--- config.mk ---
export PLATFORM = sky130hd
export DESIGN_NAME = serial_add_ctrl
export DESIGN_NICKNAME = d
export VERILOG_FILES = /design/src/rtl/serial_add_ctrl.sv
export SDC_FILE = /design/constraint.sdc
export NUM_CORES = 1
export LEC_CHECK = 0
export CORE_ASPECT_RATIO = 0.5
export CORE_UTILIZATION = 48
export DETAILED_ROUTE_END_ITERATION = 8
export PLACE_DENSITY_LB_ADDON = 0.15
export SYNTH_ARGS = -nofsm -noshare
export SYNTH_HDL_FRONTEND = slang
export SYNTH_SLANG_ARGS = --single-unit
--- constraint.sdc ---
create_clock -name clk -period 1.57 [get_ports clk]
set_clock_uncertainty 0.05 [all_clocks]
set_input_delay 0.314 -clock clk [delete_from_list [all_inputs] [get_ports clk]]
set_output_delay 0.314 -clock clk [all_outputs]
set_load 0.03 [all_outputs]
--- src/rtl/serial_add_ctrl.sv ---
// serial_add_ctrl: bit-serial add sequencer around one external 1-bit full adder.
// Each RUN cycle presents one operand bit pair and the registered carry to the cell,
// then captures its sum and carry-out. The result lands WIDTH edges after start.
// Optional feature: define SERIAL_ADD_SUB_EN to add a 'sub' port (a - b via ~b + 1).
module serial_add_ctrl #(
    parameter int WIDTH = 8,
    parameter int CNT_W = 4
) (
    input  logic             clk,
    input  logic             rst,
    input  logic             start,
    input  logic [WIDTH-1:0] a,
    input  logic [WIDTH-1:0] b,
    input  logic             cin,
`ifdef SERIAL_ADD_SUB_EN
    input  logic             sub,
`endif
    output logic             busy,
    output logic             done,
    output logic [WIDTH-1:0] sum,
    output logic             cout,
    output logic             fa_a,
    output logic             fa_b,
    output logic             fa_c,
    input  logic             fa_s,
    input  logic             fa_cout
);

    typedef enum logic [1:0] {IDLE, RUN, DONE} state_e;

    state_e             state_q;
    logic [WIDTH-1:0]   a_sh_q, b_sh_q, res_sh_q;
    logic               carry_q;
    logic [CNT_W-1:0]   cnt_q;
    logic               busy_q, done_q, cout_q;
    logic [WIDTH-1:0]   sum_q;

    logic               load;
    logic               last;
    logic [WIDTH-1:0]   b_ld_d;
    logic               c_ld_d;

    assign load = start && (state_q != RUN);
    assign last = (cnt_q == CNT_W'(WIDTH - 1));

    // Operand B and initial carry as loaded; subtraction is a + ~b + 1
    always_comb begin
        b_ld_d = b;
        c_ld_d = cin;
`ifdef SERIAL_ADD_SUB_EN
        if (sub) begin
            b_ld_d = ~b;
            c_ld_d = 1'b1;
        end
`endif
    end

    // Sequencer: load on start, shift one bit per RUN edge, publish on the last bit
    always_ff @(posedge clk) begin
        if (rst) begin
            state_q  <= IDLE;
            a_sh_q   <= '0;
            b_sh_q   <= '0;
            res_sh_q <= '0;
            carry_q  <= 1'b0;
            cnt_q    <= '0;
            busy_q   <= 1'b0;
            done_q   <= 1'b0;
            sum_q    <= '0;
            cout_q   <= 1'b0;
        end else if (load) begin
            // IDLE or DONE with start: DONE reloads directly, no idle bubble
            state_q  <= RUN;
            a_sh_q   <= a;
            b_sh_q   <= b_ld_d;
            res_sh_q <= '0;
            carry_q  <= c_ld_d;
            cnt_q    <= '0;
            busy_q   <= 1'b1;
            done_q   <= 1'b0;
        end else if (state_q == RUN) begin
            a_sh_q   <= a_sh_q >> 1;
            b_sh_q   <= b_sh_q >> 1;
            res_sh_q <= {fa_s, res_sh_q[WIDTH-1:1]};
            carry_q  <= fa_cout;
            cnt_q    <= cnt_q + 1'b1;
            if (last) begin
                state_q <= DONE;
                sum_q   <= {fa_s, res_sh_q[WIDTH-1:1]};
                cout_q  <= fa_cout;
                busy_q  <= 1'b0;
                done_q  <= 1'b1;
            end
        end else begin
            // IDLE without start, or the single DONE cycle expiring
            state_q <= IDLE;
            done_q  <= 1'b0;
        end
    end

    // Cell inputs come straight from registers so the external cell cannot close a loop
    assign fa_a = (state_q == RUN) & a_sh_q[0];
    assign fa_b = (state_q == RUN) & b_sh_q[0];
    assign fa_c = (state_q == RUN) & carry_q;

    assign busy = busy_q;
    assign done = done_q;
    assign sum  = sum_q;
    assign cout = cout_q;

endmodule

==> results of run 1 <==
[cells by family (layout without fill, tap and decap cells)]
family	after synthesis	in the layout	synth area share
flops	40	40	0.514
fa+ha+maj	1	1	0.00804
mux	17	17	0.109
simple gates	46	46	0.139
xor+xnor	2	2	0.0113
compound gates	38	38	0.174
buf+inv	14	56	0.0442
[how the worst max path moves through the flow]
stage / slack, ps / from / to / cells past startpoint
final: 60 / done / fa_c / 3
after global routing: 10 / done / fa_b / 3
after floorplan: 20 / done / fa_a / 4
after detailed placement: -3 / rst / sum[0] / 5
after global placement: 20 / rst / sum[3] / 5
after CTS: 0.1 / done / fa_c / 3
[cell usage in the layout (no fill, tap or decap), drive strengths merged, types with 2 or more instances in the layout]
| cell | n |
|---|---|
| dfxtp | 40 |
| clkdlybuf4s50 | 21 |
| nand2 | 17 |
| mux2i | 17 |
| nor2 | 17 |
| a211oi | 15 |
| buf | 15 |
| dlygate4sd2 | 11 |
| a21oi | 10 |
| a22o | 9 |
| clkbuf | 5 |
| and2 | 3 |
| nor3 | 2 |
[critical path, delay by kind of cell, from the launching register on]
family / cells / cell delay (ps)
simple gates: 2 / 420
flops: 1 / 330
buf+inv: 1 / 130
[power groups by stage]
| stage | clock [mW] | sequential (mW) | combinational [mW] |
|---|---|---|---|
| 2_1_floorplan | 0 | 1.10 | 0.144 |
| 3_3_place_gp | 0 | 1.10 | 0.252 |
| 3_5_place_dp | 0 | 1.10 | 0.256 |
| 4_1_cts | 0.833 | 1.08 | 0.261 |
| 5_1_grt | 0.870 | 1.09 | 0.288 |
| 6_report | 0.807 | 1.08 | 0.266 |
[final cells by class]
| type | instances | area share |
|---|---|---|
| flip-flops and latches | 40 | 0.376 |
| multi-input cells | 104 | 0.326 |
| repair buffers | 47 | 0.221 |
| clock buffers | 5 | 0.0322 |
| well taps | 40 | 0.0234 |
| clock inverters | 3 | 0.0199 |
| inverters | 1 | 0.00176 |
[stage by stage]
stage          utilization  worst slack [ps]  hold WS [ps]
2_1_floorplan            -              15.1           362
3_3_place_gp         0.657              21.9           393
3_5_place_dp         0.657             -3.14           403
4_1_cts              0.695            0.0988           414
5_1_grt              0.701              10.5           437
6_report             0.701              56.8           409
[timing repair]
item	in CTS	in global routing
endpoints found under the setup margin	14	4
hold buffers	0	0
resized for setup	15	5
buffers inserted	1	1
cloned	0	0
[state kept, by name, indices dropped and copies added, names as in the netlist]
signal    cells
state_q       1
b_sh_q        8
carry_q       1
cout          1
done          1
cnt_q         4
a_sh_q        8
res_sh_q      7
busy          1
sum           8
[metal layers]
| layer | vias to the layer above | GRT usage | share of wire |
|---|---|---|---|
| met5 | - | 0 | 0 |
| met1 | 569 | 0.235 | 0.49 |
| li1 | 637 | - | - |
| met4 | 0 | 0.0517 | 0.0069 |
| met3 | 2 | 0.0761 | 0.057 |
| met2 | 26 | 0.326 | 0.44 |
==> metrics.txt, run 1 <==
CTS Buf Count 5; Crit path required time 1210 ps; Placed Cells 230; DP Area around 0.002 mm²; status completed; most instantiated cells after synthesis dfxtp_1 (40), mux2i_1 (17), nand2_1 (17), nor2_1 (17), a211oi_1 (15); number of I/O port buffers 35; clock-pin slew on the worst setup and hold paths 80 ps; most common cell in the netlist dfxtp_1; clock power share 0.375; Hold Violations, Final 0; GRT overflow 0; TritonCTS clock tree yes; vias in the first global route 1163; f_max 0.661 GHz; EDFF count, synth 0; first-pass GRT wire length 5000 µm; fin cells 240; Hold EP res_sh_q[1]; worst skew pair latency 280 ps; Final period util 0.964; DR iter-0 viols 40; CP Class register to output port; RR Endpoint cout; Net Sw Power approximately 0.48 mW; VDD IR max between 0.0006 and 0.0007 V; detail-routed via count per cell about 5.1; Area Growth Syn to Fin 37.2%; measured slew at the worst slew-check pin around 300 ps; DP HPWL 2040 µm; routed len/inst 12.7 µm; Yosys reg bits 40; Max-slew headroom 0.799; slowest stage delay, CP 330 ps; hold crit path type register to register; Post-Synthesis Cell Area 0.00156 mm²; Sinks on Clock Net 40; cell-internal power about 1.7 mW; post-synth cell types 28; register area 803 µm²; Leakage 0.905 nW; reg2reg setup slack 140 ps; Initial Util 0.511; RR Startpoint cnt_q[0]; n_diodes 0; # DRC 0; CP Max Fanout 5; # rows 14; Mapped Nets 181; mean area per synthesized cell around 9.9 µm²; Die Area ~0.0035 mm²; dominant cell type by area after synthesis dfxtp_1; Critical Path Start Type register; Fill cells 258; Total GRT Usage 0.195; critical path endpoint category output port; CP Cell Sequence and2b_2 -> and2_4 -> buf_6; root buf cell clkbuf_8; synth warn 0; worst reg-to-reg path cell count 5; hold_sp res_sh_q[1]; Crit-path slowest cell dfxtp_2; total negative slack 0 ps; Slew Viols, Final 0; Synth top area share 0.514; Core Area 0.00305 mm²; RSZ-0062 raised after global routing no; Die Span Y 42.3 µm; fraction of layout cells with a size suffix above 1 0.150; clk buf depth 2; Final #Nets 222; Routed Antenna Nets 0; leading register cell type out of synthesis dfxtp_1; Max H-tree Level 2; register area share after synthesis 0.514; WP data arrival 1150 ps; sw frac 0.224; Synth area leaders dfxtp_1 (51%), mux2i_1 (11%), a211oi_1 (7.2%), a22o_1 (5.1%), nand2_1 (4.1%); Flop pwr share 0.502; routability cong. 0.745; Power Density 1010 mW/mm²; Final setup viols 0; post-route cell area between 0.002 and 0.0025 mm²; detailed-route via count roughly 1200; total wire length 3050 µm; Max-cap violations 0; router iterations before antenna repair 4; Die Width 82.5 µm; Post-synth ARST share 0; post-synthesis instance total ~160; WHS Path Cells 2; Comb pwr share 0.123; largest net degree at the start of global routing 32; crit path time final 1510 ps; Design Power 2.15 mW; Multi-input gate area 696 µm²; initial antenna violation count 0; IO Count 36
Note: power is estimated with default switching activity, not from simulation.
==> inputs of run 2 (changes only) <==
--- a/config.mk
+++ b/config.mk
@@ -5,6 +5,7 @@
 export SDC_FILE = /design/constraint.sdc
 export NUM_CORES = 1
 export LEC_CHECK = 0
+export ABC_AREA = 0
 export CORE_ASPECT_RATIO = 0.5
 export CORE_UTILIZATION = 48
 export DETAILED_ROUTE_END_ITERATION = 8
==> results of run 2 <==
Final layout, timing and power as in run 1 (identical DEF).
==> inputs of run 3 (changes only) <==
--- a/config.mk
+++ b/config.mk
@@ -9,7 +9,9 @@
 export CORE_ASPECT_RATIO = 0.5
 export CORE_UTILIZATION = 48
 export DETAILED_ROUTE_END_ITERATION = 8
+export MAX_ROUTING_LAYER = met4
 export PLACE_DENSITY_LB_ADDON = 0.15
+export REMOVE_ABC_BUFFERS = 1
 export SYNTH_ARGS = -nofsm -noshare
 export SYNTH_HDL_FRONTEND = slang
 export SYNTH_SLANG_ARGS = --single-unit
==> metrics.txt, run 3 (same netlist as run 1, synthesis figures left out) <==
n_diodes 0 (unchanged); initial antenna violation count 0 (unchanged); post-CTS setup buffer count 0 (was 1); CP Class register to output port (unchanged); crit path time final 1540 ps (was 1510 ps); Die Span Y 42.3 µm (unchanged); detailed-route via count 1221 (was 1234); status completed (unchanged); fraction of layout cells with a size suffix above 1 0.112 (was 0.150); RSZ-0062 raised after global routing yes (was no); Critical Path Start Type register (unchanged); Max-cap violations 0 (unchanged); worst skew pair latency 290 ps (was 280 ps); Final period util 0.978 (was 0.964); routability cong. 0.750 (was 0.745); Hold Violations, Final 0 (unchanged); Slew Viols, Final 0 (unchanged); DP Area 0.00198 mm² (was 0.00200 mm²); IO Count 36 (unchanged); Initial Util 0.511 (unchanged); detail-routed via count per cell 5.15 (was 5.14); Die Area 0.00349 mm² (unchanged); # DRC 0 (unchanged); Area Growth Syn to Fin 33.9% (was 37.2%); Max-slew headroom 0.733 (was 0.799); most common cell after layout, fill and taps aside dfxtp_1 (unchanged); Final setup viols 0 (unchanged); Final #Nets 219 (was 222); VDD IR max 0.000628 V (was 0.000603 V); Fill cells 255 (was 258); root buf cell clkbuf_8 (unchanged); router iterations before antenna repair 4 (unchanged); Sinks on Clock Net 40 (unchanged); clock-pin slew on the worst setup and hold paths 70 ps (was 80 ps); clk buf depth 2 (unchanged); total negative slack 0 ps (unchanged); Routed Antenna Nets 0 (unchanged); WP data arrival 1170 ps (was 1150 ps); CP Max Fanout 4 (was 5); fin cells 237 (was 240); Max H-tree Level 2 (unchanged); Die Width 82.5 µm (unchanged); DR iter-0 viols 28 (was 40); Leakage 0.880 nW (was 0.905 nW); Total GRT Usage 0.206 (was 0.195); number of I/O port buffers 35 (unchanged); Placed Cells 229 (was 230); Core Area 0.00305 mm² (unchanged); GRT overflow 0 (unchanged); # rows 14 (unchanged); largest net degree at the start of global routing 18 (was 32); Power Density 1030 mW/mm² (was 1010 mW/mm²); DP HPWL 2130 µm (was 2040 µm); commonest cells after routing, fill and taps aside dfxtp_1 (39), clkdlybuf4s50_1 (21), nand2_1 (17), mux2i_1 (17), nor2_1 (17) (was dfxtp_1 (38), clkdlybuf4s50_1 (21), nand2_1 (17), mux2i_1 (17), nor2_1 (17)); vias in the first global route 1152 (was 1163); critical path endpoint category output port (unchanged); first-pass GRT wire length 5090 µm (was 5000 µm); total wire length 3160 µm (was 3050 µm); measured slew at the worst slew-check pin 400 ps (was 302 ps); CTS Buf Count 5 (unchanged); hold crit path type register to register (unchanged); routed len/inst 13.3 µm (was 12.7 µm); Hold WS 416 ps (was 409 ps); post-layout util 0.684 (was 0.701); Crit path required time 1210 ps (about the same); f_max 0.651 GHz (was 0.661 GHz); TritonCTS clock tree yes (unchanged); post-route cell area 0.00208 mm² (was 0.00214 mm²)
## run 3: cell type report
class                   instances  area (µm²)  share of cell area
clock buffers                   6        72.6              0.0348
flip-flops and latches         40         802               0.385
clock inverters                 2        35.0              0.0168
multi-input cells             104         688               0.330
repair buffers                 44         433               0.208
inverters                       1        3.75             0.00180
well taps                      40        50.0              0.0240
## run 3: critical path, stage by stage, from the launching register on
cell and delay, ps:
dfxtp_2 340, and2b_2 240, and2_1 170, buf_6 130
## run 3: metal layers
metal	global-route usage	vias to the layer above	wire [µm]
met1	0.239	565	1500
met3	0.0739	4	170
met4	0.0724	0	34
met5	-	-	0
li1	-	630	-
met2	0.331	22	1450
## run 3: power breakdown
part | switching (mW) | total (mW) | internal, mW | leakage, nW
combinational | 0.120 | 0.252 | 0.133 | 0.498
sequential | 0.0225 | 1.08 | 1.06 | 0.327
clock | 0.346 | 0.818 | 0.472 | 0.0552
total | 0.488 | 2.15 | 1.66 | 0.880
## run 3: timing repair
| item | CTS | global route |
|---|---|---|
| endpoints found under the setup margin | 14 | 4 |
| gates resized for setup | 13 | 3 |
| hold buffers | 0 | 0 |
## run 3: worst paths after layout
kind / from / end / slack [ps] / cells past startpoint
worst max register to register: done / a_sh_q[5] / 120 / 5
worst min-delay path: res_sh_q[1] / res_sh_q[1] / 420 / 2
worst min register to register: res_sh_q[1] / res_sh_q[1] / 420 / 2
worst max-delay path: done / fa_c / 30 / 3
## run 3: metrics by stage
step                      worst slack (ps)  total power, mW
after detailed placement             -83.8             1.35
after floorplan                       -521             1.22
final                                 34.6             2.15
after global placement               -16.6             1.35
after CTS                             4.67             2.17
after global routing                 -8.85             2.24
